==> src/rtl/ws2811_pkg.sv <==
// Shared WS2811/WS2812 constants and types for the line transmitter and receiver.
// Default timings assume a 50 MHz system clock.
package ws2811_pkg;

  localparam int PIXEL_WIDTH       = 24;
  localparam int DEFAULT_CLK_HZ    = 50_000_000;
  localparam int T0H_CYCLES        = 12;
  localparam int T1H_CYCLES        = 30;
  localparam int BIT_PERIOD_CYCLES = 62;
  localparam int RESET_CYCLES      = 2500;

  typedef enum logic [1:0] {
    WAIT_RESET,
    IDLE_LOW,
    BIT_HIGH,
    BIT_LOW
  } rx_state_t;

  // The 0/1 decision point sits just above the midpoint of the two nominal high times.
  function automatic int decodeThreshold(input int t0h, input int t1h);
    return (t0h + t1h) / 2 + 1;
  endfunction

endpackage

==> src/rtl/ws2811_line_sync.sv <==
// Two-flop synchronizer for the serial line plus a registered copy for rise/fall strobes.
module ws2811_line_sync (
  input  logic clkIN,
  input  logic nResetIN,
  input  logic dataIN,
  output logic line,
  output logic rise,
  output logic fall
);

  logic syncA;
  logic syncB;
  logic lineDly;

  always_ff @(posedge clkIN or negedge nResetIN) begin
    if (!nResetIN) begin
      syncA   <= 1'b0;
      syncB   <= 1'b0;
      lineDly <= 1'b0;
    end else begin
      syncA   <= dataIN;
      syncB   <= syncA;
      lineDly <= syncB;
    end
  end

  assign line = syncB;
  assign rise = syncB & ~lineDly;
  assign fall = ~syncB & lineDly;

endmodule

==> src/rtl/ws2811_line_receiver.sv <==
// WS2811/WS2812 NRZ line decoder: times high pulses in clock cycles, assembles MSB-first
// 24-bit pixels and reports pixel, frame-end and protocol-error events as 1-cycle pulses.
module ws2811_line_receiver
  import ws2811_pkg::*;
#(
  parameter int CLK_HZ                = DEFAULT_CLK_HZ,
  parameter int MIN_HIGH_CYCLES       = 4,
  parameter int HIGH_THRESHOLD_CYCLES = decodeThreshold(T0H_CYCLES, T1H_CYCLES),
  parameter int MAX_HIGH_CYCLES       = 50,
  parameter int RESET_LOW_CYCLES      = RESET_CYCLES,
  parameter int PIXELS_MAX            = 256,
  localparam int IndexW               = $clog2(PIXELS_MAX)
) (
  input  logic                   clkIN,
  input  logic                   nResetIN,
  input  logic                   dataIN,
  output logic [PIXEL_WIDTH-1:0] pixelOUT,
  output logic                   pixelValidOUT,
  output logic [IndexW-1:0]      pixelIndexOUT,
  output logic                   frameEndOUT,
  output logic                   errorOUT
);

  localparam int CountW = $clog2(RESET_LOW_CYCLES + 1);
  localparam int BitW   = $clog2(PIXEL_WIDTH);

  localparam logic [CountW-1:0] CountMinHigh   = CountW'(MIN_HIGH_CYCLES);
  localparam logic [CountW-1:0] CountThreshold = CountW'(HIGH_THRESHOLD_CYCLES);
  localparam logic [CountW-1:0] CountMaxHigh   = CountW'(MAX_HIGH_CYCLES);
  localparam logic [CountW-1:0] CountResetLow  = CountW'(RESET_LOW_CYCLES);
  localparam logic [BitW-1:0]   LastBitIdx     = BitW'(PIXEL_WIDTH - 1);
  localparam logic [IndexW-1:0] LastIndex      = IndexW'(PIXELS_MAX - 1);

  if (CLK_HZ <= 0 || MIN_HIGH_CYCLES >= HIGH_THRESHOLD_CYCLES ||
      HIGH_THRESHOLD_CYCLES >= MAX_HIGH_CYCLES || MAX_HIGH_CYCLES >= RESET_LOW_CYCLES) begin : gBadParams
    $error("ws2811_line_receiver: inconsistent timing parameters");
  end

  logic syncLine;
  logic lineRise;
  logic lineFall;

  ws2811_line_sync uLineSync (
    .clkIN    (clkIN),
    .nResetIN (nResetIN),
    .dataIN   (dataIN),
    .line     (syncLine),
    .rise     (lineRise),
    .fall     (lineFall)
  );

  rx_state_t               state;
  rx_state_t               stateNext;
  logic [CountW-1:0]       count;
  logic [PIXEL_WIDTH-1:0]  shiftReg;
  logic [PIXEL_WIDTH-1:0]  shiftIn;
  logic [BitW-1:0]         bitCount;
  logic [IndexW-1:0]       pixelIndex;

  // The edge cycle is already the first cycle at the new level, so the count restarts at 1:
  // in the first cycle of the opposite level it equals the length of the previous run.
  always_ff @(posedge clkIN or negedge nResetIN) begin
    if (!nResetIN) begin
      count <= '0;
    end else if (lineRise || lineFall) begin
      count <= CountW'(1);
    end else if (count != CountResetLow) begin
      count <= count + 1'b1;
    end
  end

  logic highTimeout;
  logic highFall;
  logic shortPulse;
  logic bitAccept;
  logic lowGap;
  logic resetDone;
  logic bitValue;
  logic lastBit;

  assign highTimeout = (state == BIT_HIGH) && (count >= CountMaxHigh);
  assign highFall    = (state == BIT_HIGH) && lineFall && !highTimeout;
  assign shortPulse  = highFall && (count < CountMinHigh);
  assign bitAccept   = highFall && !shortPulse;
  assign lowGap      = (state == BIT_LOW) && !lineRise && (count == CountResetLow);
  // A fall cycle still carries the saturated high count, so it must not end the wait.
  assign resetDone   = (state == WAIT_RESET) && !syncLine && !lineFall && (count == CountResetLow);
  assign bitValue    = (count >= CountThreshold);
  assign lastBit     = (bitCount == LastBitIdx);
  assign shiftIn     = {shiftReg[PIXEL_WIDTH-2:0], bitValue};

  always_ff @(posedge clkIN or negedge nResetIN) begin
    if (!nResetIN) begin
      state <= WAIT_RESET;
    end else begin
      state <= stateNext;
    end
  end

  always_comb begin
    stateNext = state;
    unique case (state)
      WAIT_RESET: if (resetDone) stateNext = IDLE_LOW;
      IDLE_LOW:   if (lineRise) stateNext = BIT_HIGH;
      BIT_HIGH: begin
        if (highTimeout || shortPulse) stateNext = WAIT_RESET;
        else if (bitAccept)            stateNext = BIT_LOW;
      end
      BIT_LOW: begin
        if (lineRise)    stateNext = BIT_HIGH;
        else if (lowGap) stateNext = IDLE_LOW;
      end
      default: stateNext = WAIT_RESET;
    endcase
  end

  logic errorNext;
  logic frameEndNext;
  logic pixelValidNext;
  logic clearFrame;

  always_comb begin
    errorNext      = highTimeout || shortPulse || (lowGap && (bitCount != '0));
    frameEndNext   = lowGap;
    pixelValidNext = bitAccept && lastBit;
    clearFrame     = errorNext || frameEndNext;
  end

  always_ff @(posedge clkIN or negedge nResetIN) begin
    if (!nResetIN) begin
      pixelOUT      <= '0;
      pixelValidOUT <= 1'b0;
      pixelIndexOUT <= '0;
      frameEndOUT   <= 1'b0;
      errorOUT      <= 1'b0;
      shiftReg      <= '0;
      bitCount      <= '0;
      pixelIndex    <= '0;
    end else begin
      pixelValidOUT <= pixelValidNext;
      frameEndOUT   <= frameEndNext;
      errorOUT      <= errorNext;
      if (clearFrame) begin
        bitCount   <= '0;
        pixelIndex <= '0;
      end else if (bitAccept) begin
        shiftReg <= shiftIn;
        if (lastBit) begin
          pixelOUT      <= shiftIn;
          pixelIndexOUT <= pixelIndex;
          bitCount      <= '0;
          pixelIndex    <= (pixelIndex == LastIndex) ? '0 : pixelIndex + 1'b1;
        end else begin
          bitCount <= bitCount + 1'b1;
        end
      end
    end
  end

endmodule

==> config.mk <==
export PLATFORM = sky130hd
export DESIGN_NAME = ws2811_line_receiver
export DESIGN_NICKNAME = d
export VERILOG_FILES = /design/src/rtl/ws2811_pkg.sv /design/src/rtl/ws2811_line_sync.sv /design/src/rtl/ws2811_line_receiver.sv
export SDC_FILE = /design/constraint.sdc
export NUM_CORES = 1
export LEC_CHECK = 0
export BUFFER_PORTS_ARGS = -buffer_cell sky130_fd_sc_hd__buf_2
export CAP_MARGIN = 20
export CORE_ASPECT_RATIO = 1.1
export CORE_MARGIN = 3
export CORE_UTILIZATION = 45
export CTS_CLUSTER_DIAMETER = 100
export CTS_CLUSTER_SIZE = 24
export DETAILED_ROUTE_END_ITERATION = 16
export GPL_TIMING_DRIVEN = 0
export PLACE_DENSITY = 0.75
export SLEW_MARGIN = 20
export SYNTH_ARGS = -nofsm -noshare
export SYNTH_HDL_FRONTEND = slang
export SYNTH_SLANG_ARGS = --single-unit
export TNS_END_PERCENT = 20
==> constraint.sdc <==
create_clock -name clkIN -period 2.75 [get_ports clkIN]
set_input_delay 0.275 -clock clkIN [delete_from_list [all_inputs] [get_ports clkIN]]
set_output_delay 0.275 -clock clkIN [all_outputs]
set_load 0.01 [all_outputs]
# --- Yosys cells after proc, flatten, opt, wreduce, memory -nomap -nowiden ---
# Index checks and enable logic that the tools add are counted.
word_totals:
  elab_cells: 81
  regBits: 88
  output_inout_bits: 35
  in_bits: 3
classes:
  bitwise_logic: 5
  eq_ne: 11
  muxes: 16
  n_reduce_logical: 30
  order_cmp: 3
  addsub: 3
ops:
  columns: ["op", "n"]
  rows:
  - ["$mux W8", 4]
  - ["$mux W12", 2]
  - ["$mux W5", 3]
  - ["$add A12 B1 Y12 const B", 1]
  - ["$eq A12 B12 Y1 const B", 1]
  - ["$ge A12 B5 Y1 const B", 1]
  - ["$ge A12 B6 Y1 const B", 1]
  - ["$logic_and A1 B1 Y1", 12]
  - ["$lt A12 B3 Y1 const B", 1]
  - ["$mux W2", 6]
  - ["$ne A12 B12 Y1 const B", 1]
  - ["$add A8 B1 Y8 const B", 1]
  - ["$eq A8 B8 Y1 const B", 1]
  - ["$pmux W2 S4", 1]
  - ["$reduce_bool A2 Y1", 3]
  - ["$add A5 B1 Y5 const B", 1]
  - ["$eq A5 B5 Y1 const B", 1]
  - ["$logic_not A1 Y1", 5]
  - ["$reduce_bool A5 Y1", 1]
  - ["$eq A2 B2 Y1 const B", 2]
  - ["$logic_or A1 B1 Y1", 4]
  - ["$ne A2 B2 Y1 const B", 2]
  - ["$reduce_and A2 Y1", 2]
  - ["$reduce_and A4 Y1", 1]
  - ["7 further kinds", 10]

# --- Longest topological paths before layout ---
# Gate-level depths: netlist (run 1).
depth:
  depth_word: 10
  mapped_depth: 10
  depth_no_buf: 7

# --- Cells and area by module ---
# From an unflattened synthesis (run 1), not the netlist that was laid out.
hier_totals:
  hier_cells: 316
  area_unflattened_um2: 3978.8
modules_own_cells:
  columns: ["mod", "cells_each", "instances", "area_each_um2", "seq_area_each_um2"]
  rows:
  - ["ws2811_line_receiver", 311, 1, 3888.7, 2127.0]
  - ["ws2811_line_sync", 5, 1, 90.1, 75.1]

# --- Least setup slack after synthesis (run 1) ---
# Ideal clock, no wire load.
synth_timing:
  kind: "register to register"
  startpoint: "register bitCount[0]"
  endpoint: "register pixelIndex[5]"
  period_less_slack_ns: 2.160
  path_buffers: 1
  setup_slack_ns: 0.590
  required_time_ns: 2.672
  setup_time_ns: 0.078
  path_stages_with_launch: 8
  arrival_time_ns: 2.082
  path_cell_list: "dfrtp_1 > ha_1 > nand3_1 > or3_1 > or3_1 > buf_2 > or4_1 > a21oi_1"
synth_via:
  elab_chain_cells: 6
  elab_cells_between_ends: 9
  classes_between: "eq/ne (1); mux (1); reduce/logical (7)"
synth_lines:
  columns: ["item", "line", "text"]
  rows:
  - ["start: declaration", "ws2811_line_receiver.sv:57", "logic [BitW-1:0] bitCount;"]
  - ["start signal: assignment", "ws2811_line_receiver.sv:154", "bitCount <= bitCount + 1'b1;"]
  - ["$reduce_bool A5 Y1", "ws2811_line_receiver.sv:123", "errorNext = highTimeout || shortPulse || (lowGap && (bitCount != '0));"]
  - ["$logic_and A1 B1 Y1", "ws2811_line_receiver.sv:123", null]
  - ["$logic_or A1 B1 Y1", "ws2811_line_receiver.sv:123", null]
  - ["$logic_or A1 B1 Y1", "ws2811_line_receiver.sv:126", "clearFrame = errorNext || frameEndNext;"]
  - ["$reduce_bool A2 Y1 (no line)", null, null]
  - ["$reduce_and A2 Y1 (no line)", null, null]
  - ["end signal: assignment", "ws2811_line_receiver.sv:152", "pixelIndex <= (pixelIndex == LastIndex) ? '0 : pixelIndex + 1'b1;"]
  - ["end: declaration", "ws2811_line_receiver.sv:58", "logic [IndexW-1:0] pixelIndex;"]
# Parallel ways exist; a longest one is shown, timed or not.
# A chain may end at the register's enable or synchronous reset.

# --- Worst setup path after layout (run 1) ---
layout_timing:
  startpoint: "register count[3]"
  endpoint: "register bitCount[4]"
layout_via:
  elab_chain_cells: 9
  elab_cells_between_ends: 16
  classes_between: "order compare (2); eq/ne (1); mux (1); reduce/logical (12)"
layout_lines:
  columns: ["item", "line", "text"]
  rows:
  - ["start: declaration", "ws2811_line_receiver.sv:54", "logic [CountW-1:0] count;"]
  - ["start signal: assignment", "ws2811_line_receiver.sv:66", "count <= CountW'(1);"]
  - ["start signal: assignment", "ws2811_line_receiver.sv:68", "count <= count + 1'b1;"]
  - ["$ge A12 B6 Y1", "ws2811_line_receiver.sv:81", "assign highTimeout = (state == BIT_HIGH) && (count >= CountMaxHigh);"]
  - ["$logic_and A1 B1 Y1", "ws2811_line_receiver.sv:81", null]
  - ["$logic_not A1 Y1", "ws2811_line_receiver.sv:82", "assign highFall = (state == BIT_HIGH) && lineFall && !highTimeout;"]
  - ["$logic_and A1 B1 Y1", "ws2811_line_receiver.sv:82", null]
  - ["$logic_and A1 B1 Y1", "ws2811_line_receiver.sv:83", "assign shortPulse = highFall && (count < CountMinHigh);"]
  - ["$logic_or A1 B1 Y1 (2 in a row)", "ws2811_line_receiver.sv:123", null]
  - ["$logic_or A1 B1 Y1", "ws2811_line_receiver.sv:126", null]
  - ["$mux W5 / $reduce_bool A2 Y1 (equally long branches)", null, null]
# Parallel ways exist; a longest one is shown, timed or not.

==> reports/metrics.cfg, run 1 <==
[critical_path]
path_buf_inv=2
startpoint_type=flop
path_cells=buf_6 -> nor4_1 -> and2_1 -> o21ai_0 -> nand2_1 -> clkbuf_1 -> o21ai_0
crit_slowest_cell=nor4_1
critical_path_class=flop to flop
cp_max_fo=10
r2r_slack_ns=0.33
worst_setup_path_end_kind=flop
crit_required_ns=2.97
r2r_end=bitCount[4]
crit_top_cell=o21ai_0
critical_path.top_delay_family=simple AND/OR/NAND/NOR gates
r2r_start=count[3]
r2r_cells=7
arrival_ns=2.64
critical_path_depth=7
cp_slowest_stage_delay_ns=0.63

[placed_design]
dp_hpwl_um=5070
pre_cts_ws_ns=0.210
gp_congestion=0.877
port_buffers=37

[final_layout]
synthToLayoutAreaGrowth_pct=14.8
final_common_cell=nand2_1
final_cell_mix=177 x nand2_1, 88 x dfrtp_1, 40 x buf_2
layout.nets=486
utilization=0.546
n_antenna_cell=0
drive_gt1_frac=0.144
fillers=771

[grt]
grt_max_degree=61
antenna_found_initial=0
grt_pass1_vias=2751
gr-total-overflow=0
grt_pass1_wl_um=12400
global_route.usage.total=0.161

[sta]
fin_crit_sh=0.881
drv_slew=0
whs_ns=0.0185
rsz0062_at_grt=no
slew_headroom=0.412
period_needed_ns=2.42
fin_skew_ns=0.0114
fmax_mhz=413
finalHoldViolations=0
fin_ws_ns=0.326
fin_tns_setup_ns=0
final-setup-viol-count=0
worstMarginPinSlew_ns=0.880

[hold_path]
hp-class=primary input to flop
min_to=uLineSync.syncA
min_from=dataIN
holdPathStages=1

[die]
core_sq_um=8170
die_area_sq_um=9790
num_rows=34
die_y_um=103
initial_core_util=0.476
die_w_um=94.6
boundaryPins=38

[drt]
dr.first_iter.drc_count=123
drt_wl_total_um=7250
wl_per_cell_um=12.3
viasPerCell=5.04
remaining_drc_errors=0
ant_nets=0
vias=2966
first_pass_iters=5

[yosys]
ys.flop_type=dfrtp_1
synth_seq_area_share=0.567
synth_nets=436
synth.area.top_cells=dfrtp_1 57%, nand2_1 17%, ha_1 2.6%
yosys_warnings=0
mappedNetlistArea_sq_um=3890
syn-instance-count=425
synth_top_family_by_area=simple AND/OR/NAND/NOR gates
ys_ff_latch=88
synth.distinct_cells=44
synth_xor_xnor_area_share=0.0180
synth_compound_area_frac=0.0583
yosys.area_share.simple=0.295
synth_fa_ha_area_frac=0.0258
synth_mux_area_frac=0.00547
synth_edf_count=0
synthArstFlopShare=1.00
synth.avg_cell_area_sq_um=9.14
yosys.area.top_type_share=0.567
synth_top_area_cell=dfrtp_1

[power_and_ir_drop]
ir_worst_vdd_uv=253
p_leak_nw=2.39
p_per_area_nw_per_um2=534

[clock_tree]
clock-sinks=88
cts_tree=built
path_clk_slew_ns=0.10
post_cts_buffers=0
clkLatencyLatePin_ns=0.36
cts-root-buf=clkbuf_8
cts_htree_levels=3
cts_buffers=9
cts_buffer_depth=2

[flow_run]
maxCapViolCount=0

[run_status]
outcome=completed

-- state kept, by name, summed over array words and instances, names as in the netlist --
register	cells
pixelIndexOUT	8
count	12
shiftReg	23
pixelOUT	24
state	2
uLineSync.line	1
uLineSync.syncA	1
pixelValidOUT	1
frameEndOUT	1
pixelIndex	8
bitCount	5
errorOUT	1
uLineSync.lineDly	1
-- routing by layer --
layer | routed length, um | up-vias | GRT usage
met5 | 0 | - | 0
met4 | 107 | 0 | 0.0644
met3 | 294 | 11 | 0.0427
met2 | 3410 | 53 | 0.258
met1 | 3440 | 1416 | 0.208
li1 | - | 1486 | -
-- worst reg2reg max path: cells and delay by family (launching register included) --
family                 cells  cell delay, ns
AO/OA/AOI/OAI              2            0.34
buffers and inverters      2            0.54
flip-flops                 1            0.38
AND/OR/NAND/NOR            3            1.02
-- power by group --
part	internal [mW]	leakage, nW	switching [mW]	total (mW)
combinational	0.0446	1.07	0.0729	0.118
sequential	1.30	1.22	0.0130	1.32
clock	0.441	0.104	0.507	0.948
-- logic make-up after synthesis --
family | count (synthesis)
buffers and inverters | 28
adders and majority gates | 8
and+or+nand+nor | 254
DFF | 88
xor gates and xnor gates | 8
AOI/OAI and AO/OA | 37
muxes | 2
-- synthesized netlist by cell type, types with 5 or more instances --
| cell type | n |
|---|---|
| nand2_1 | 177 |
| dfrtp_1 | 88 |
| clkbuf_1 | 11 |
| nor2_1 | 16 |
| nor3_1 | 9 |
| xor2_1 | 5 |
| nand3_1 | 10 |
| ha_1 | 8 |
| and2_1 | 8 |
| o21ai_0 | 8 |
| inv_1 | 10 |
| or3_1 | 9 |
| a21oi_1 | 11 |
-- what timing repair did --
action | 4_1_cts | 5_1_grt
hold buffers | 1 | 0
gates resized for setup | 0 | 1
endpoints found under the setup margin | 0 | 30
endpoints found under the hold margin | 28 | 0
-- per-stage QoR --
step | instances | instance area, sq um | power (mW)
after floorplan | 425 | 3890 | 1.41
after global placement | 570 | 4210 | 1.45
after detailed placement | 571 | 4240 | 1.46
after CTS | 588 | 4460 | 2.41
after global routing | 588 | 4460 | 2.47
final | 588 | 4460 | 2.38
-- worst max-delay path by stage --
stage,slack [ns],startpoint,to
2_1_floorplan,0.59,bitCount[0],pixelIndex[5]
3_3_place_gp,0.24,bitCount[0],pixelOUT[6]
3_5_place_dp,0.21,bitCount[0],pixelOUT[10]
4_1_cts,0.20,bitCount[0],pixelOUT[10]
5_1_grt,0.11,count[3],bitCount[4]
6_report,0.33,count[3],bitCount[4]
-- layout make-up --
type	count	area, sq um	area share
Timing Repair Buffer	39	225	0.0505
Buffer	18	83.8	0.0188
Sequential cell	88	2200	0.494
Clock buffer	9	124	0.0278
Inverter	10	37.5	0.00841
Tap cell	108	135	0.0303
Multi-Input combinational cell	309	1570	0.351
Clock inverter	7	86.3	0.0193
Power figures use the tool's default switching activity.
==> inputs of run 2 (changes only) <==
Settings changed: REMOVE_ABC_BUFFERS set to 1.
==> reports/metrics.cfg, run 2 (same netlist as run 1, synthesis figures left out) <==
[critical_path]
r2r_slack_ns=0.15
crit_required_ns=2.99
r2r_end=bitCount[0]
startpoint_type=flop
path_buf_inv=0
cp_max_fo=29
path_cells=ha_1 -> nor4_4 -> o211ai_2 -> or3_1 -> or3_1 -> o31ai_1
crit_top_cell=or3_1
crit_slowest_cell=or3_1
arrival_ns=2.84
r2r_start=count[1]
cp_slowest_stage_delay_ns=0.83
critical_path_class=flop to flop
worst_setup_path_end_kind=flop
r2r_cells=6
critical_path.top_delay_family=simple AND/OR/NAND/NOR gates

[clock_tree]
cts_htree_levels=3
cts_tree=built
cts_buffer_depth=2
clkLatencyLatePin_ns=0.35
path_clk_slew_ns=0.08
cts_buffers=9
clock-sinks=88
post_cts_buffers=0
cts-root-buf=clkbuf_8

[sta]
finalHoldViolations=0
fin_ws_ns=0.148
rsz0062_at_grt=no
final-setup-viol-count=0
slew_headroom=0.341
fmax_mhz=384
whs_ns=0.0330
fin_skew_ns=0.0128
worstMarginPinSlew_ns=0.985
period_needed_ns=2.60
drv_slew=0
fin_crit_sh=0.946

[final_layout]
synthToLayoutAreaGrowth_pct=13.6
drive_gt1_frac=0.146
top_regs=pixelOUT: 24 flops, shiftReg: 23 flops, count: 12 flops
layout.nets=472
n_antenna_cell=0
final_common_cell=nand2_1
finish.instance_area_sq_um=4410
utilization=0.540
largest-register=pixelOUT
largest_register_ffs=24
final_cell_mix=177 x nand2_1, 88 x dfrtp_1, 36 x buf_2
fillers=788

[grt]
grt_pass1_vias=2809
gr-total-overflow=0
antenna_found_initial=0
grt_max_degree=48
grt_pass1_wl_um=12500
global_route.usage.total=0.160

[drt]
vias=2953
dr.first_iter.drc_count=167
drt_wl_total_um=7300
remaining_drc_errors=0
first_pass_iters=4
ant_nets=0
viasPerCell=5.14
wl_per_cell_um=12.7

[power_and_ir_drop]
p_per_area_nw_per_um2=529
p_leak_nw=2.37
ir_worst_vdd_uv=244

[flow_run]
maxCapViolCount=0

[die]
initial_core_util=0.476
die_area_sq_um=9790
die_y_um=103
num_rows=34
core_sq_um=8170
boundaryPins=38
die_w_um=94.6

[hold_path]
min_from=dataIN
holdPathStages=1
min_to=uLineSync.syncA
hp-class=primary input to flop

[run_status]
outcome=completed

[placed_design]
dpl-instance-area_sq_um=4200
dp_hpwl_um=4930
pre_cts_ws_ns=-0.0608
port_buffers=37
gp_congestion=0.832

-- run 2: cell types whose count changed in the layout (fill, tap and decap cells not counted), sizes merged --
cell,before,now
clkbuf,20,10
clkinvlp,1,0
clkinv,1,4
inv,14,11
buf,45,42
-- run 2: final cells by class --
type | instances | area, sq um | area share
flip-flops and latches | 88 | 2200 | 0.499
multi-input cells | 309 | 1580 | 0.358
repair buffers | 43 | 255 | 0.0578
clock buffers | 10 | 138 | 0.0312
well taps | 108 | 135 | 0.0306
clock inverters | 6 | 66.3 | 0.0150
inverters | 10 | 37.5 | 0.00851
-- run 2: what timing repair did --
item,CTS,global route
endpoints found under the hold margin,46,0
hold buffers,1,0
gates resized for setup,1,0
endpoints found under the setup margin,2,0
-- run 2: metal layers --
layer	GRT usage	up-vias	part of all wire
li1	-	1461	-
met1	0.200	1421	0.44
met2	0.278	64	0.51
met3	0.0289	7	0.038
met4	0.0577	0	0.013
met5	0	-	0
-- run 2: worst reg2reg max path, stage by stage (launching register included) --
cell and delay, ns:
dfrtp_1 0.47, ha_1 0.25, nor4_4 0.15, o211ai_2 0.23
or3_1 0.84, or3_1 0.48, o31ai_1 0.08
-- run 2: how the worst max path moves through the flow --
stage,from,to,slack [ns],depth (start not counted)
2_1_floorplan,bitCount[0],pixelIndex[1],-0.47,5
3_3_place_gp,count[3],pixelIndex[1],-1.58,4
3_5_place_dp,count[3],pixelIndex[5],-0.06,5
4_1_cts,count[1],bitCount[0],0.16,6
5_1_grt,count[1],bitCount[0],0.007,6
6_report,count[1],bitCount[0],0.15,6
-- run 2: per-stage QoR --
stage | TNS [ns] | cells | power [mW]
global route | 0 | 574 | 2.43
detailed placement | -0.0608 | 557 | 1.45
CTS | 0 | 574 | 2.36
finish | 0 | 574 | 2.34
floorplan | -10.27 | 407 | 1.41
global placement | -45.36 | 552 | 1.44
-- run 2: power by group --
group	switching (mW)	internal (mW)	total, mW	leakage, nW
clock	0.462	0.448	0.910	0.107
sequential	0.0240	1.30	1.33	1.22
combinational	0.0604	0.0374	0.0979	1.05
total	0.546	1.79	2.34	2.37
==> inputs of run 3 (changes only) <==
Settings changed: CELL_PAD_IN_SITES_DETAIL_PLACEMENT set to 1, CELL_PAD_IN_SITES_GLOBAL_PLACEMENT set to 1, PLACE_DENSITY 0.75 to 0.91.
==> reports/metrics.cfg, run 3 (same netlist as run 1, synthesis figures left out) <==
[run_status]
outcome=completed

[critical_path]
startpoint_type=flop
crit_slowest_cell=or3_4
critical_path.top_delay_family=simple AND/OR/NAND/NOR gates
cp_max_fo=44
worst_setup_path_end_kind=flop
critical_path_depth=6
path_cells=ha_1 -> nand3_1 -> or3_1 -> or3_4 -> or4_1 -> a21oi_1
crit_path_end=pixelIndex[5]
r2r_end=pixelIndex[5]
r2r_start=bitCount[0]
arrival_ns=2.89
r2r_slack_ns=0.15
critical_path_class=flop to flop
worstSetupStartpoint=bitCount[0]
crit_required_ns=3.04
cp_slowest_stage_delay_ns=0.61
r2r_cells=6
path_buf_inv=0

[power_and_ir_drop]
total_power_mw=2.39
p_per_area_nw_per_um2=539
power.switching_mw=0.587
seq_power_share=0.557
combPwrFrac=0.044
intPower_mw=1.80
swShare=0.246
p_leak_nw=2.37
clockPowerShare=0.399
ir_worst_vdd_uv=300

[final_layout]
largest_register_ffs=24
final_cell_mix=177 x nand2_1, 87 x dfrtp_1, 36 x buf_2
drive_gt1_frac=0.150
synthToLayoutAreaGrowth_pct=14.1
layout.nets=472
final_common_cell=nand2_1
largest-register=pixelOUT
top_regs=pixelOUT: 24 flops, shiftReg: 23 flops, count: 12 flops
n_antenna_cell=0
fillers=976
finish.instance_area_sq_um=4430
stdcell_count=574

[sta]
fin_ws_ns=0.151
fin_skew_ns=0.0183
fin_crit_sh=0.945
slew_headroom=0.355
period_needed_ns=2.60
fin_tns_setup_ns=0
drv_slew=0
rsz0062_at_grt=no
finalHoldViolations=0
final-setup-viol-count=0
fmax_mhz=385
worstMarginPinSlew_ns=0.965

[clock_tree]
clkLatencyLatePin_ns=0.38
clock-sinks=88
cts-root-buf=clkbuf_8
cts_tree=built
cts_htree_levels=3
cts_buffer_depth=2
path_clk_slew_ns=0.09
cts_buffers=9

[hold_path]
hp-class=primary input to flop

[placed_design]
dp_cells=557
port_buffers=37
dpl-instance-area_sq_um=4210
pre_cts_ws_ns=-0.105
gp_congestion=0.861
dp_hpwl_um=6020

[drt]
first_pass_iters=4
drt_wl_total_um=8720
viasPerCell=5.27
ant_nets=0
dr.first_iter.drc_count=104
remaining_drc_errors=0
vias=3025
wl_per_cell_um=15.2

[grt]
gr-total-overflow=0
grt_pass1_wl_um=15100
antenna_found_initial=0
grt_pass1_vias=3151
grt_max_degree=58
global_route.usage.total=0.199

[die]
initial_core_util=0.476
die_y_um=103
die_w_um=94.6
boundaryPins=38
core_sq_um=8170
num_rows=34
die_area_sq_um=9790

[flow_run]
maxCapViolCount=0

-- run 3: how the worst min path moves through the flow --
| stage | to | cells after the start | start |
|---|---|---|---|
| 2_1_floorplan | bitCount[0] | 0 | nResetIN |
| 3_3_place_gp | uLineSync.line | 0 | uLineSync.syncA |
| 3_5_place_dp | pixelOUT[13] | 1 | nResetIN |
| 4_1_cts | uLineSync.syncA | 1 | dataIN |
| 5_1_grt | uLineSync.syncA | 1 | dataIN |
| 6_report | uLineSync.syncA | 1 | dataIN |
-- run 3: area by class of cell --
class	count	area, sq um	share of cell area
clock buffer	10	138	0.0310
timing repair buffer	43	267	0.0601
clock inverter	6	72.6	0.0164
inverter	10	37.5	0.00847
tap	108	135	0.0305
multi-input combinational	309	1580	0.356
sequential	88	2200	0.497
-- run 3: timing repair --
item	in CTS	in global routing
resized for setup	1	2
endpoints found under the setup margin	3	6
buffers inserted	0	0
gates cloned	0	0
hold buffers	1	0
hold endpoints to repair	31	0
-- run 3: layer usage --
layer,wire length [um],track usage
met5,0,0
met2,4590,0.348
met4,165,0.0777
met3,268,0.0420
met1,3700,0.241
-- run 3: power groups by stage --
stage / registers, mW / logic (mW) / clock network, mW
finish: 1.33 / 0.105 / 0.952
floorplan: 1.35 / 0.0557 / 0
global placement: 1.35 / 0.0925 / 0
CTS: 1.33 / 0.108 / 0.972
global route: 1.33 / 0.119 / 1.02
detailed placement: 1.36 / 0.106 / 0
-- run 3: per-stage QoR --
step	hold WS (ns)	utilization
floorplan	-0.0206	-
global placement	0.345	0.505
detailed placement	0.254	0.515
CTS	0.000401	0.542
global route	0.00631	0.543
finish	0.00977	0.543
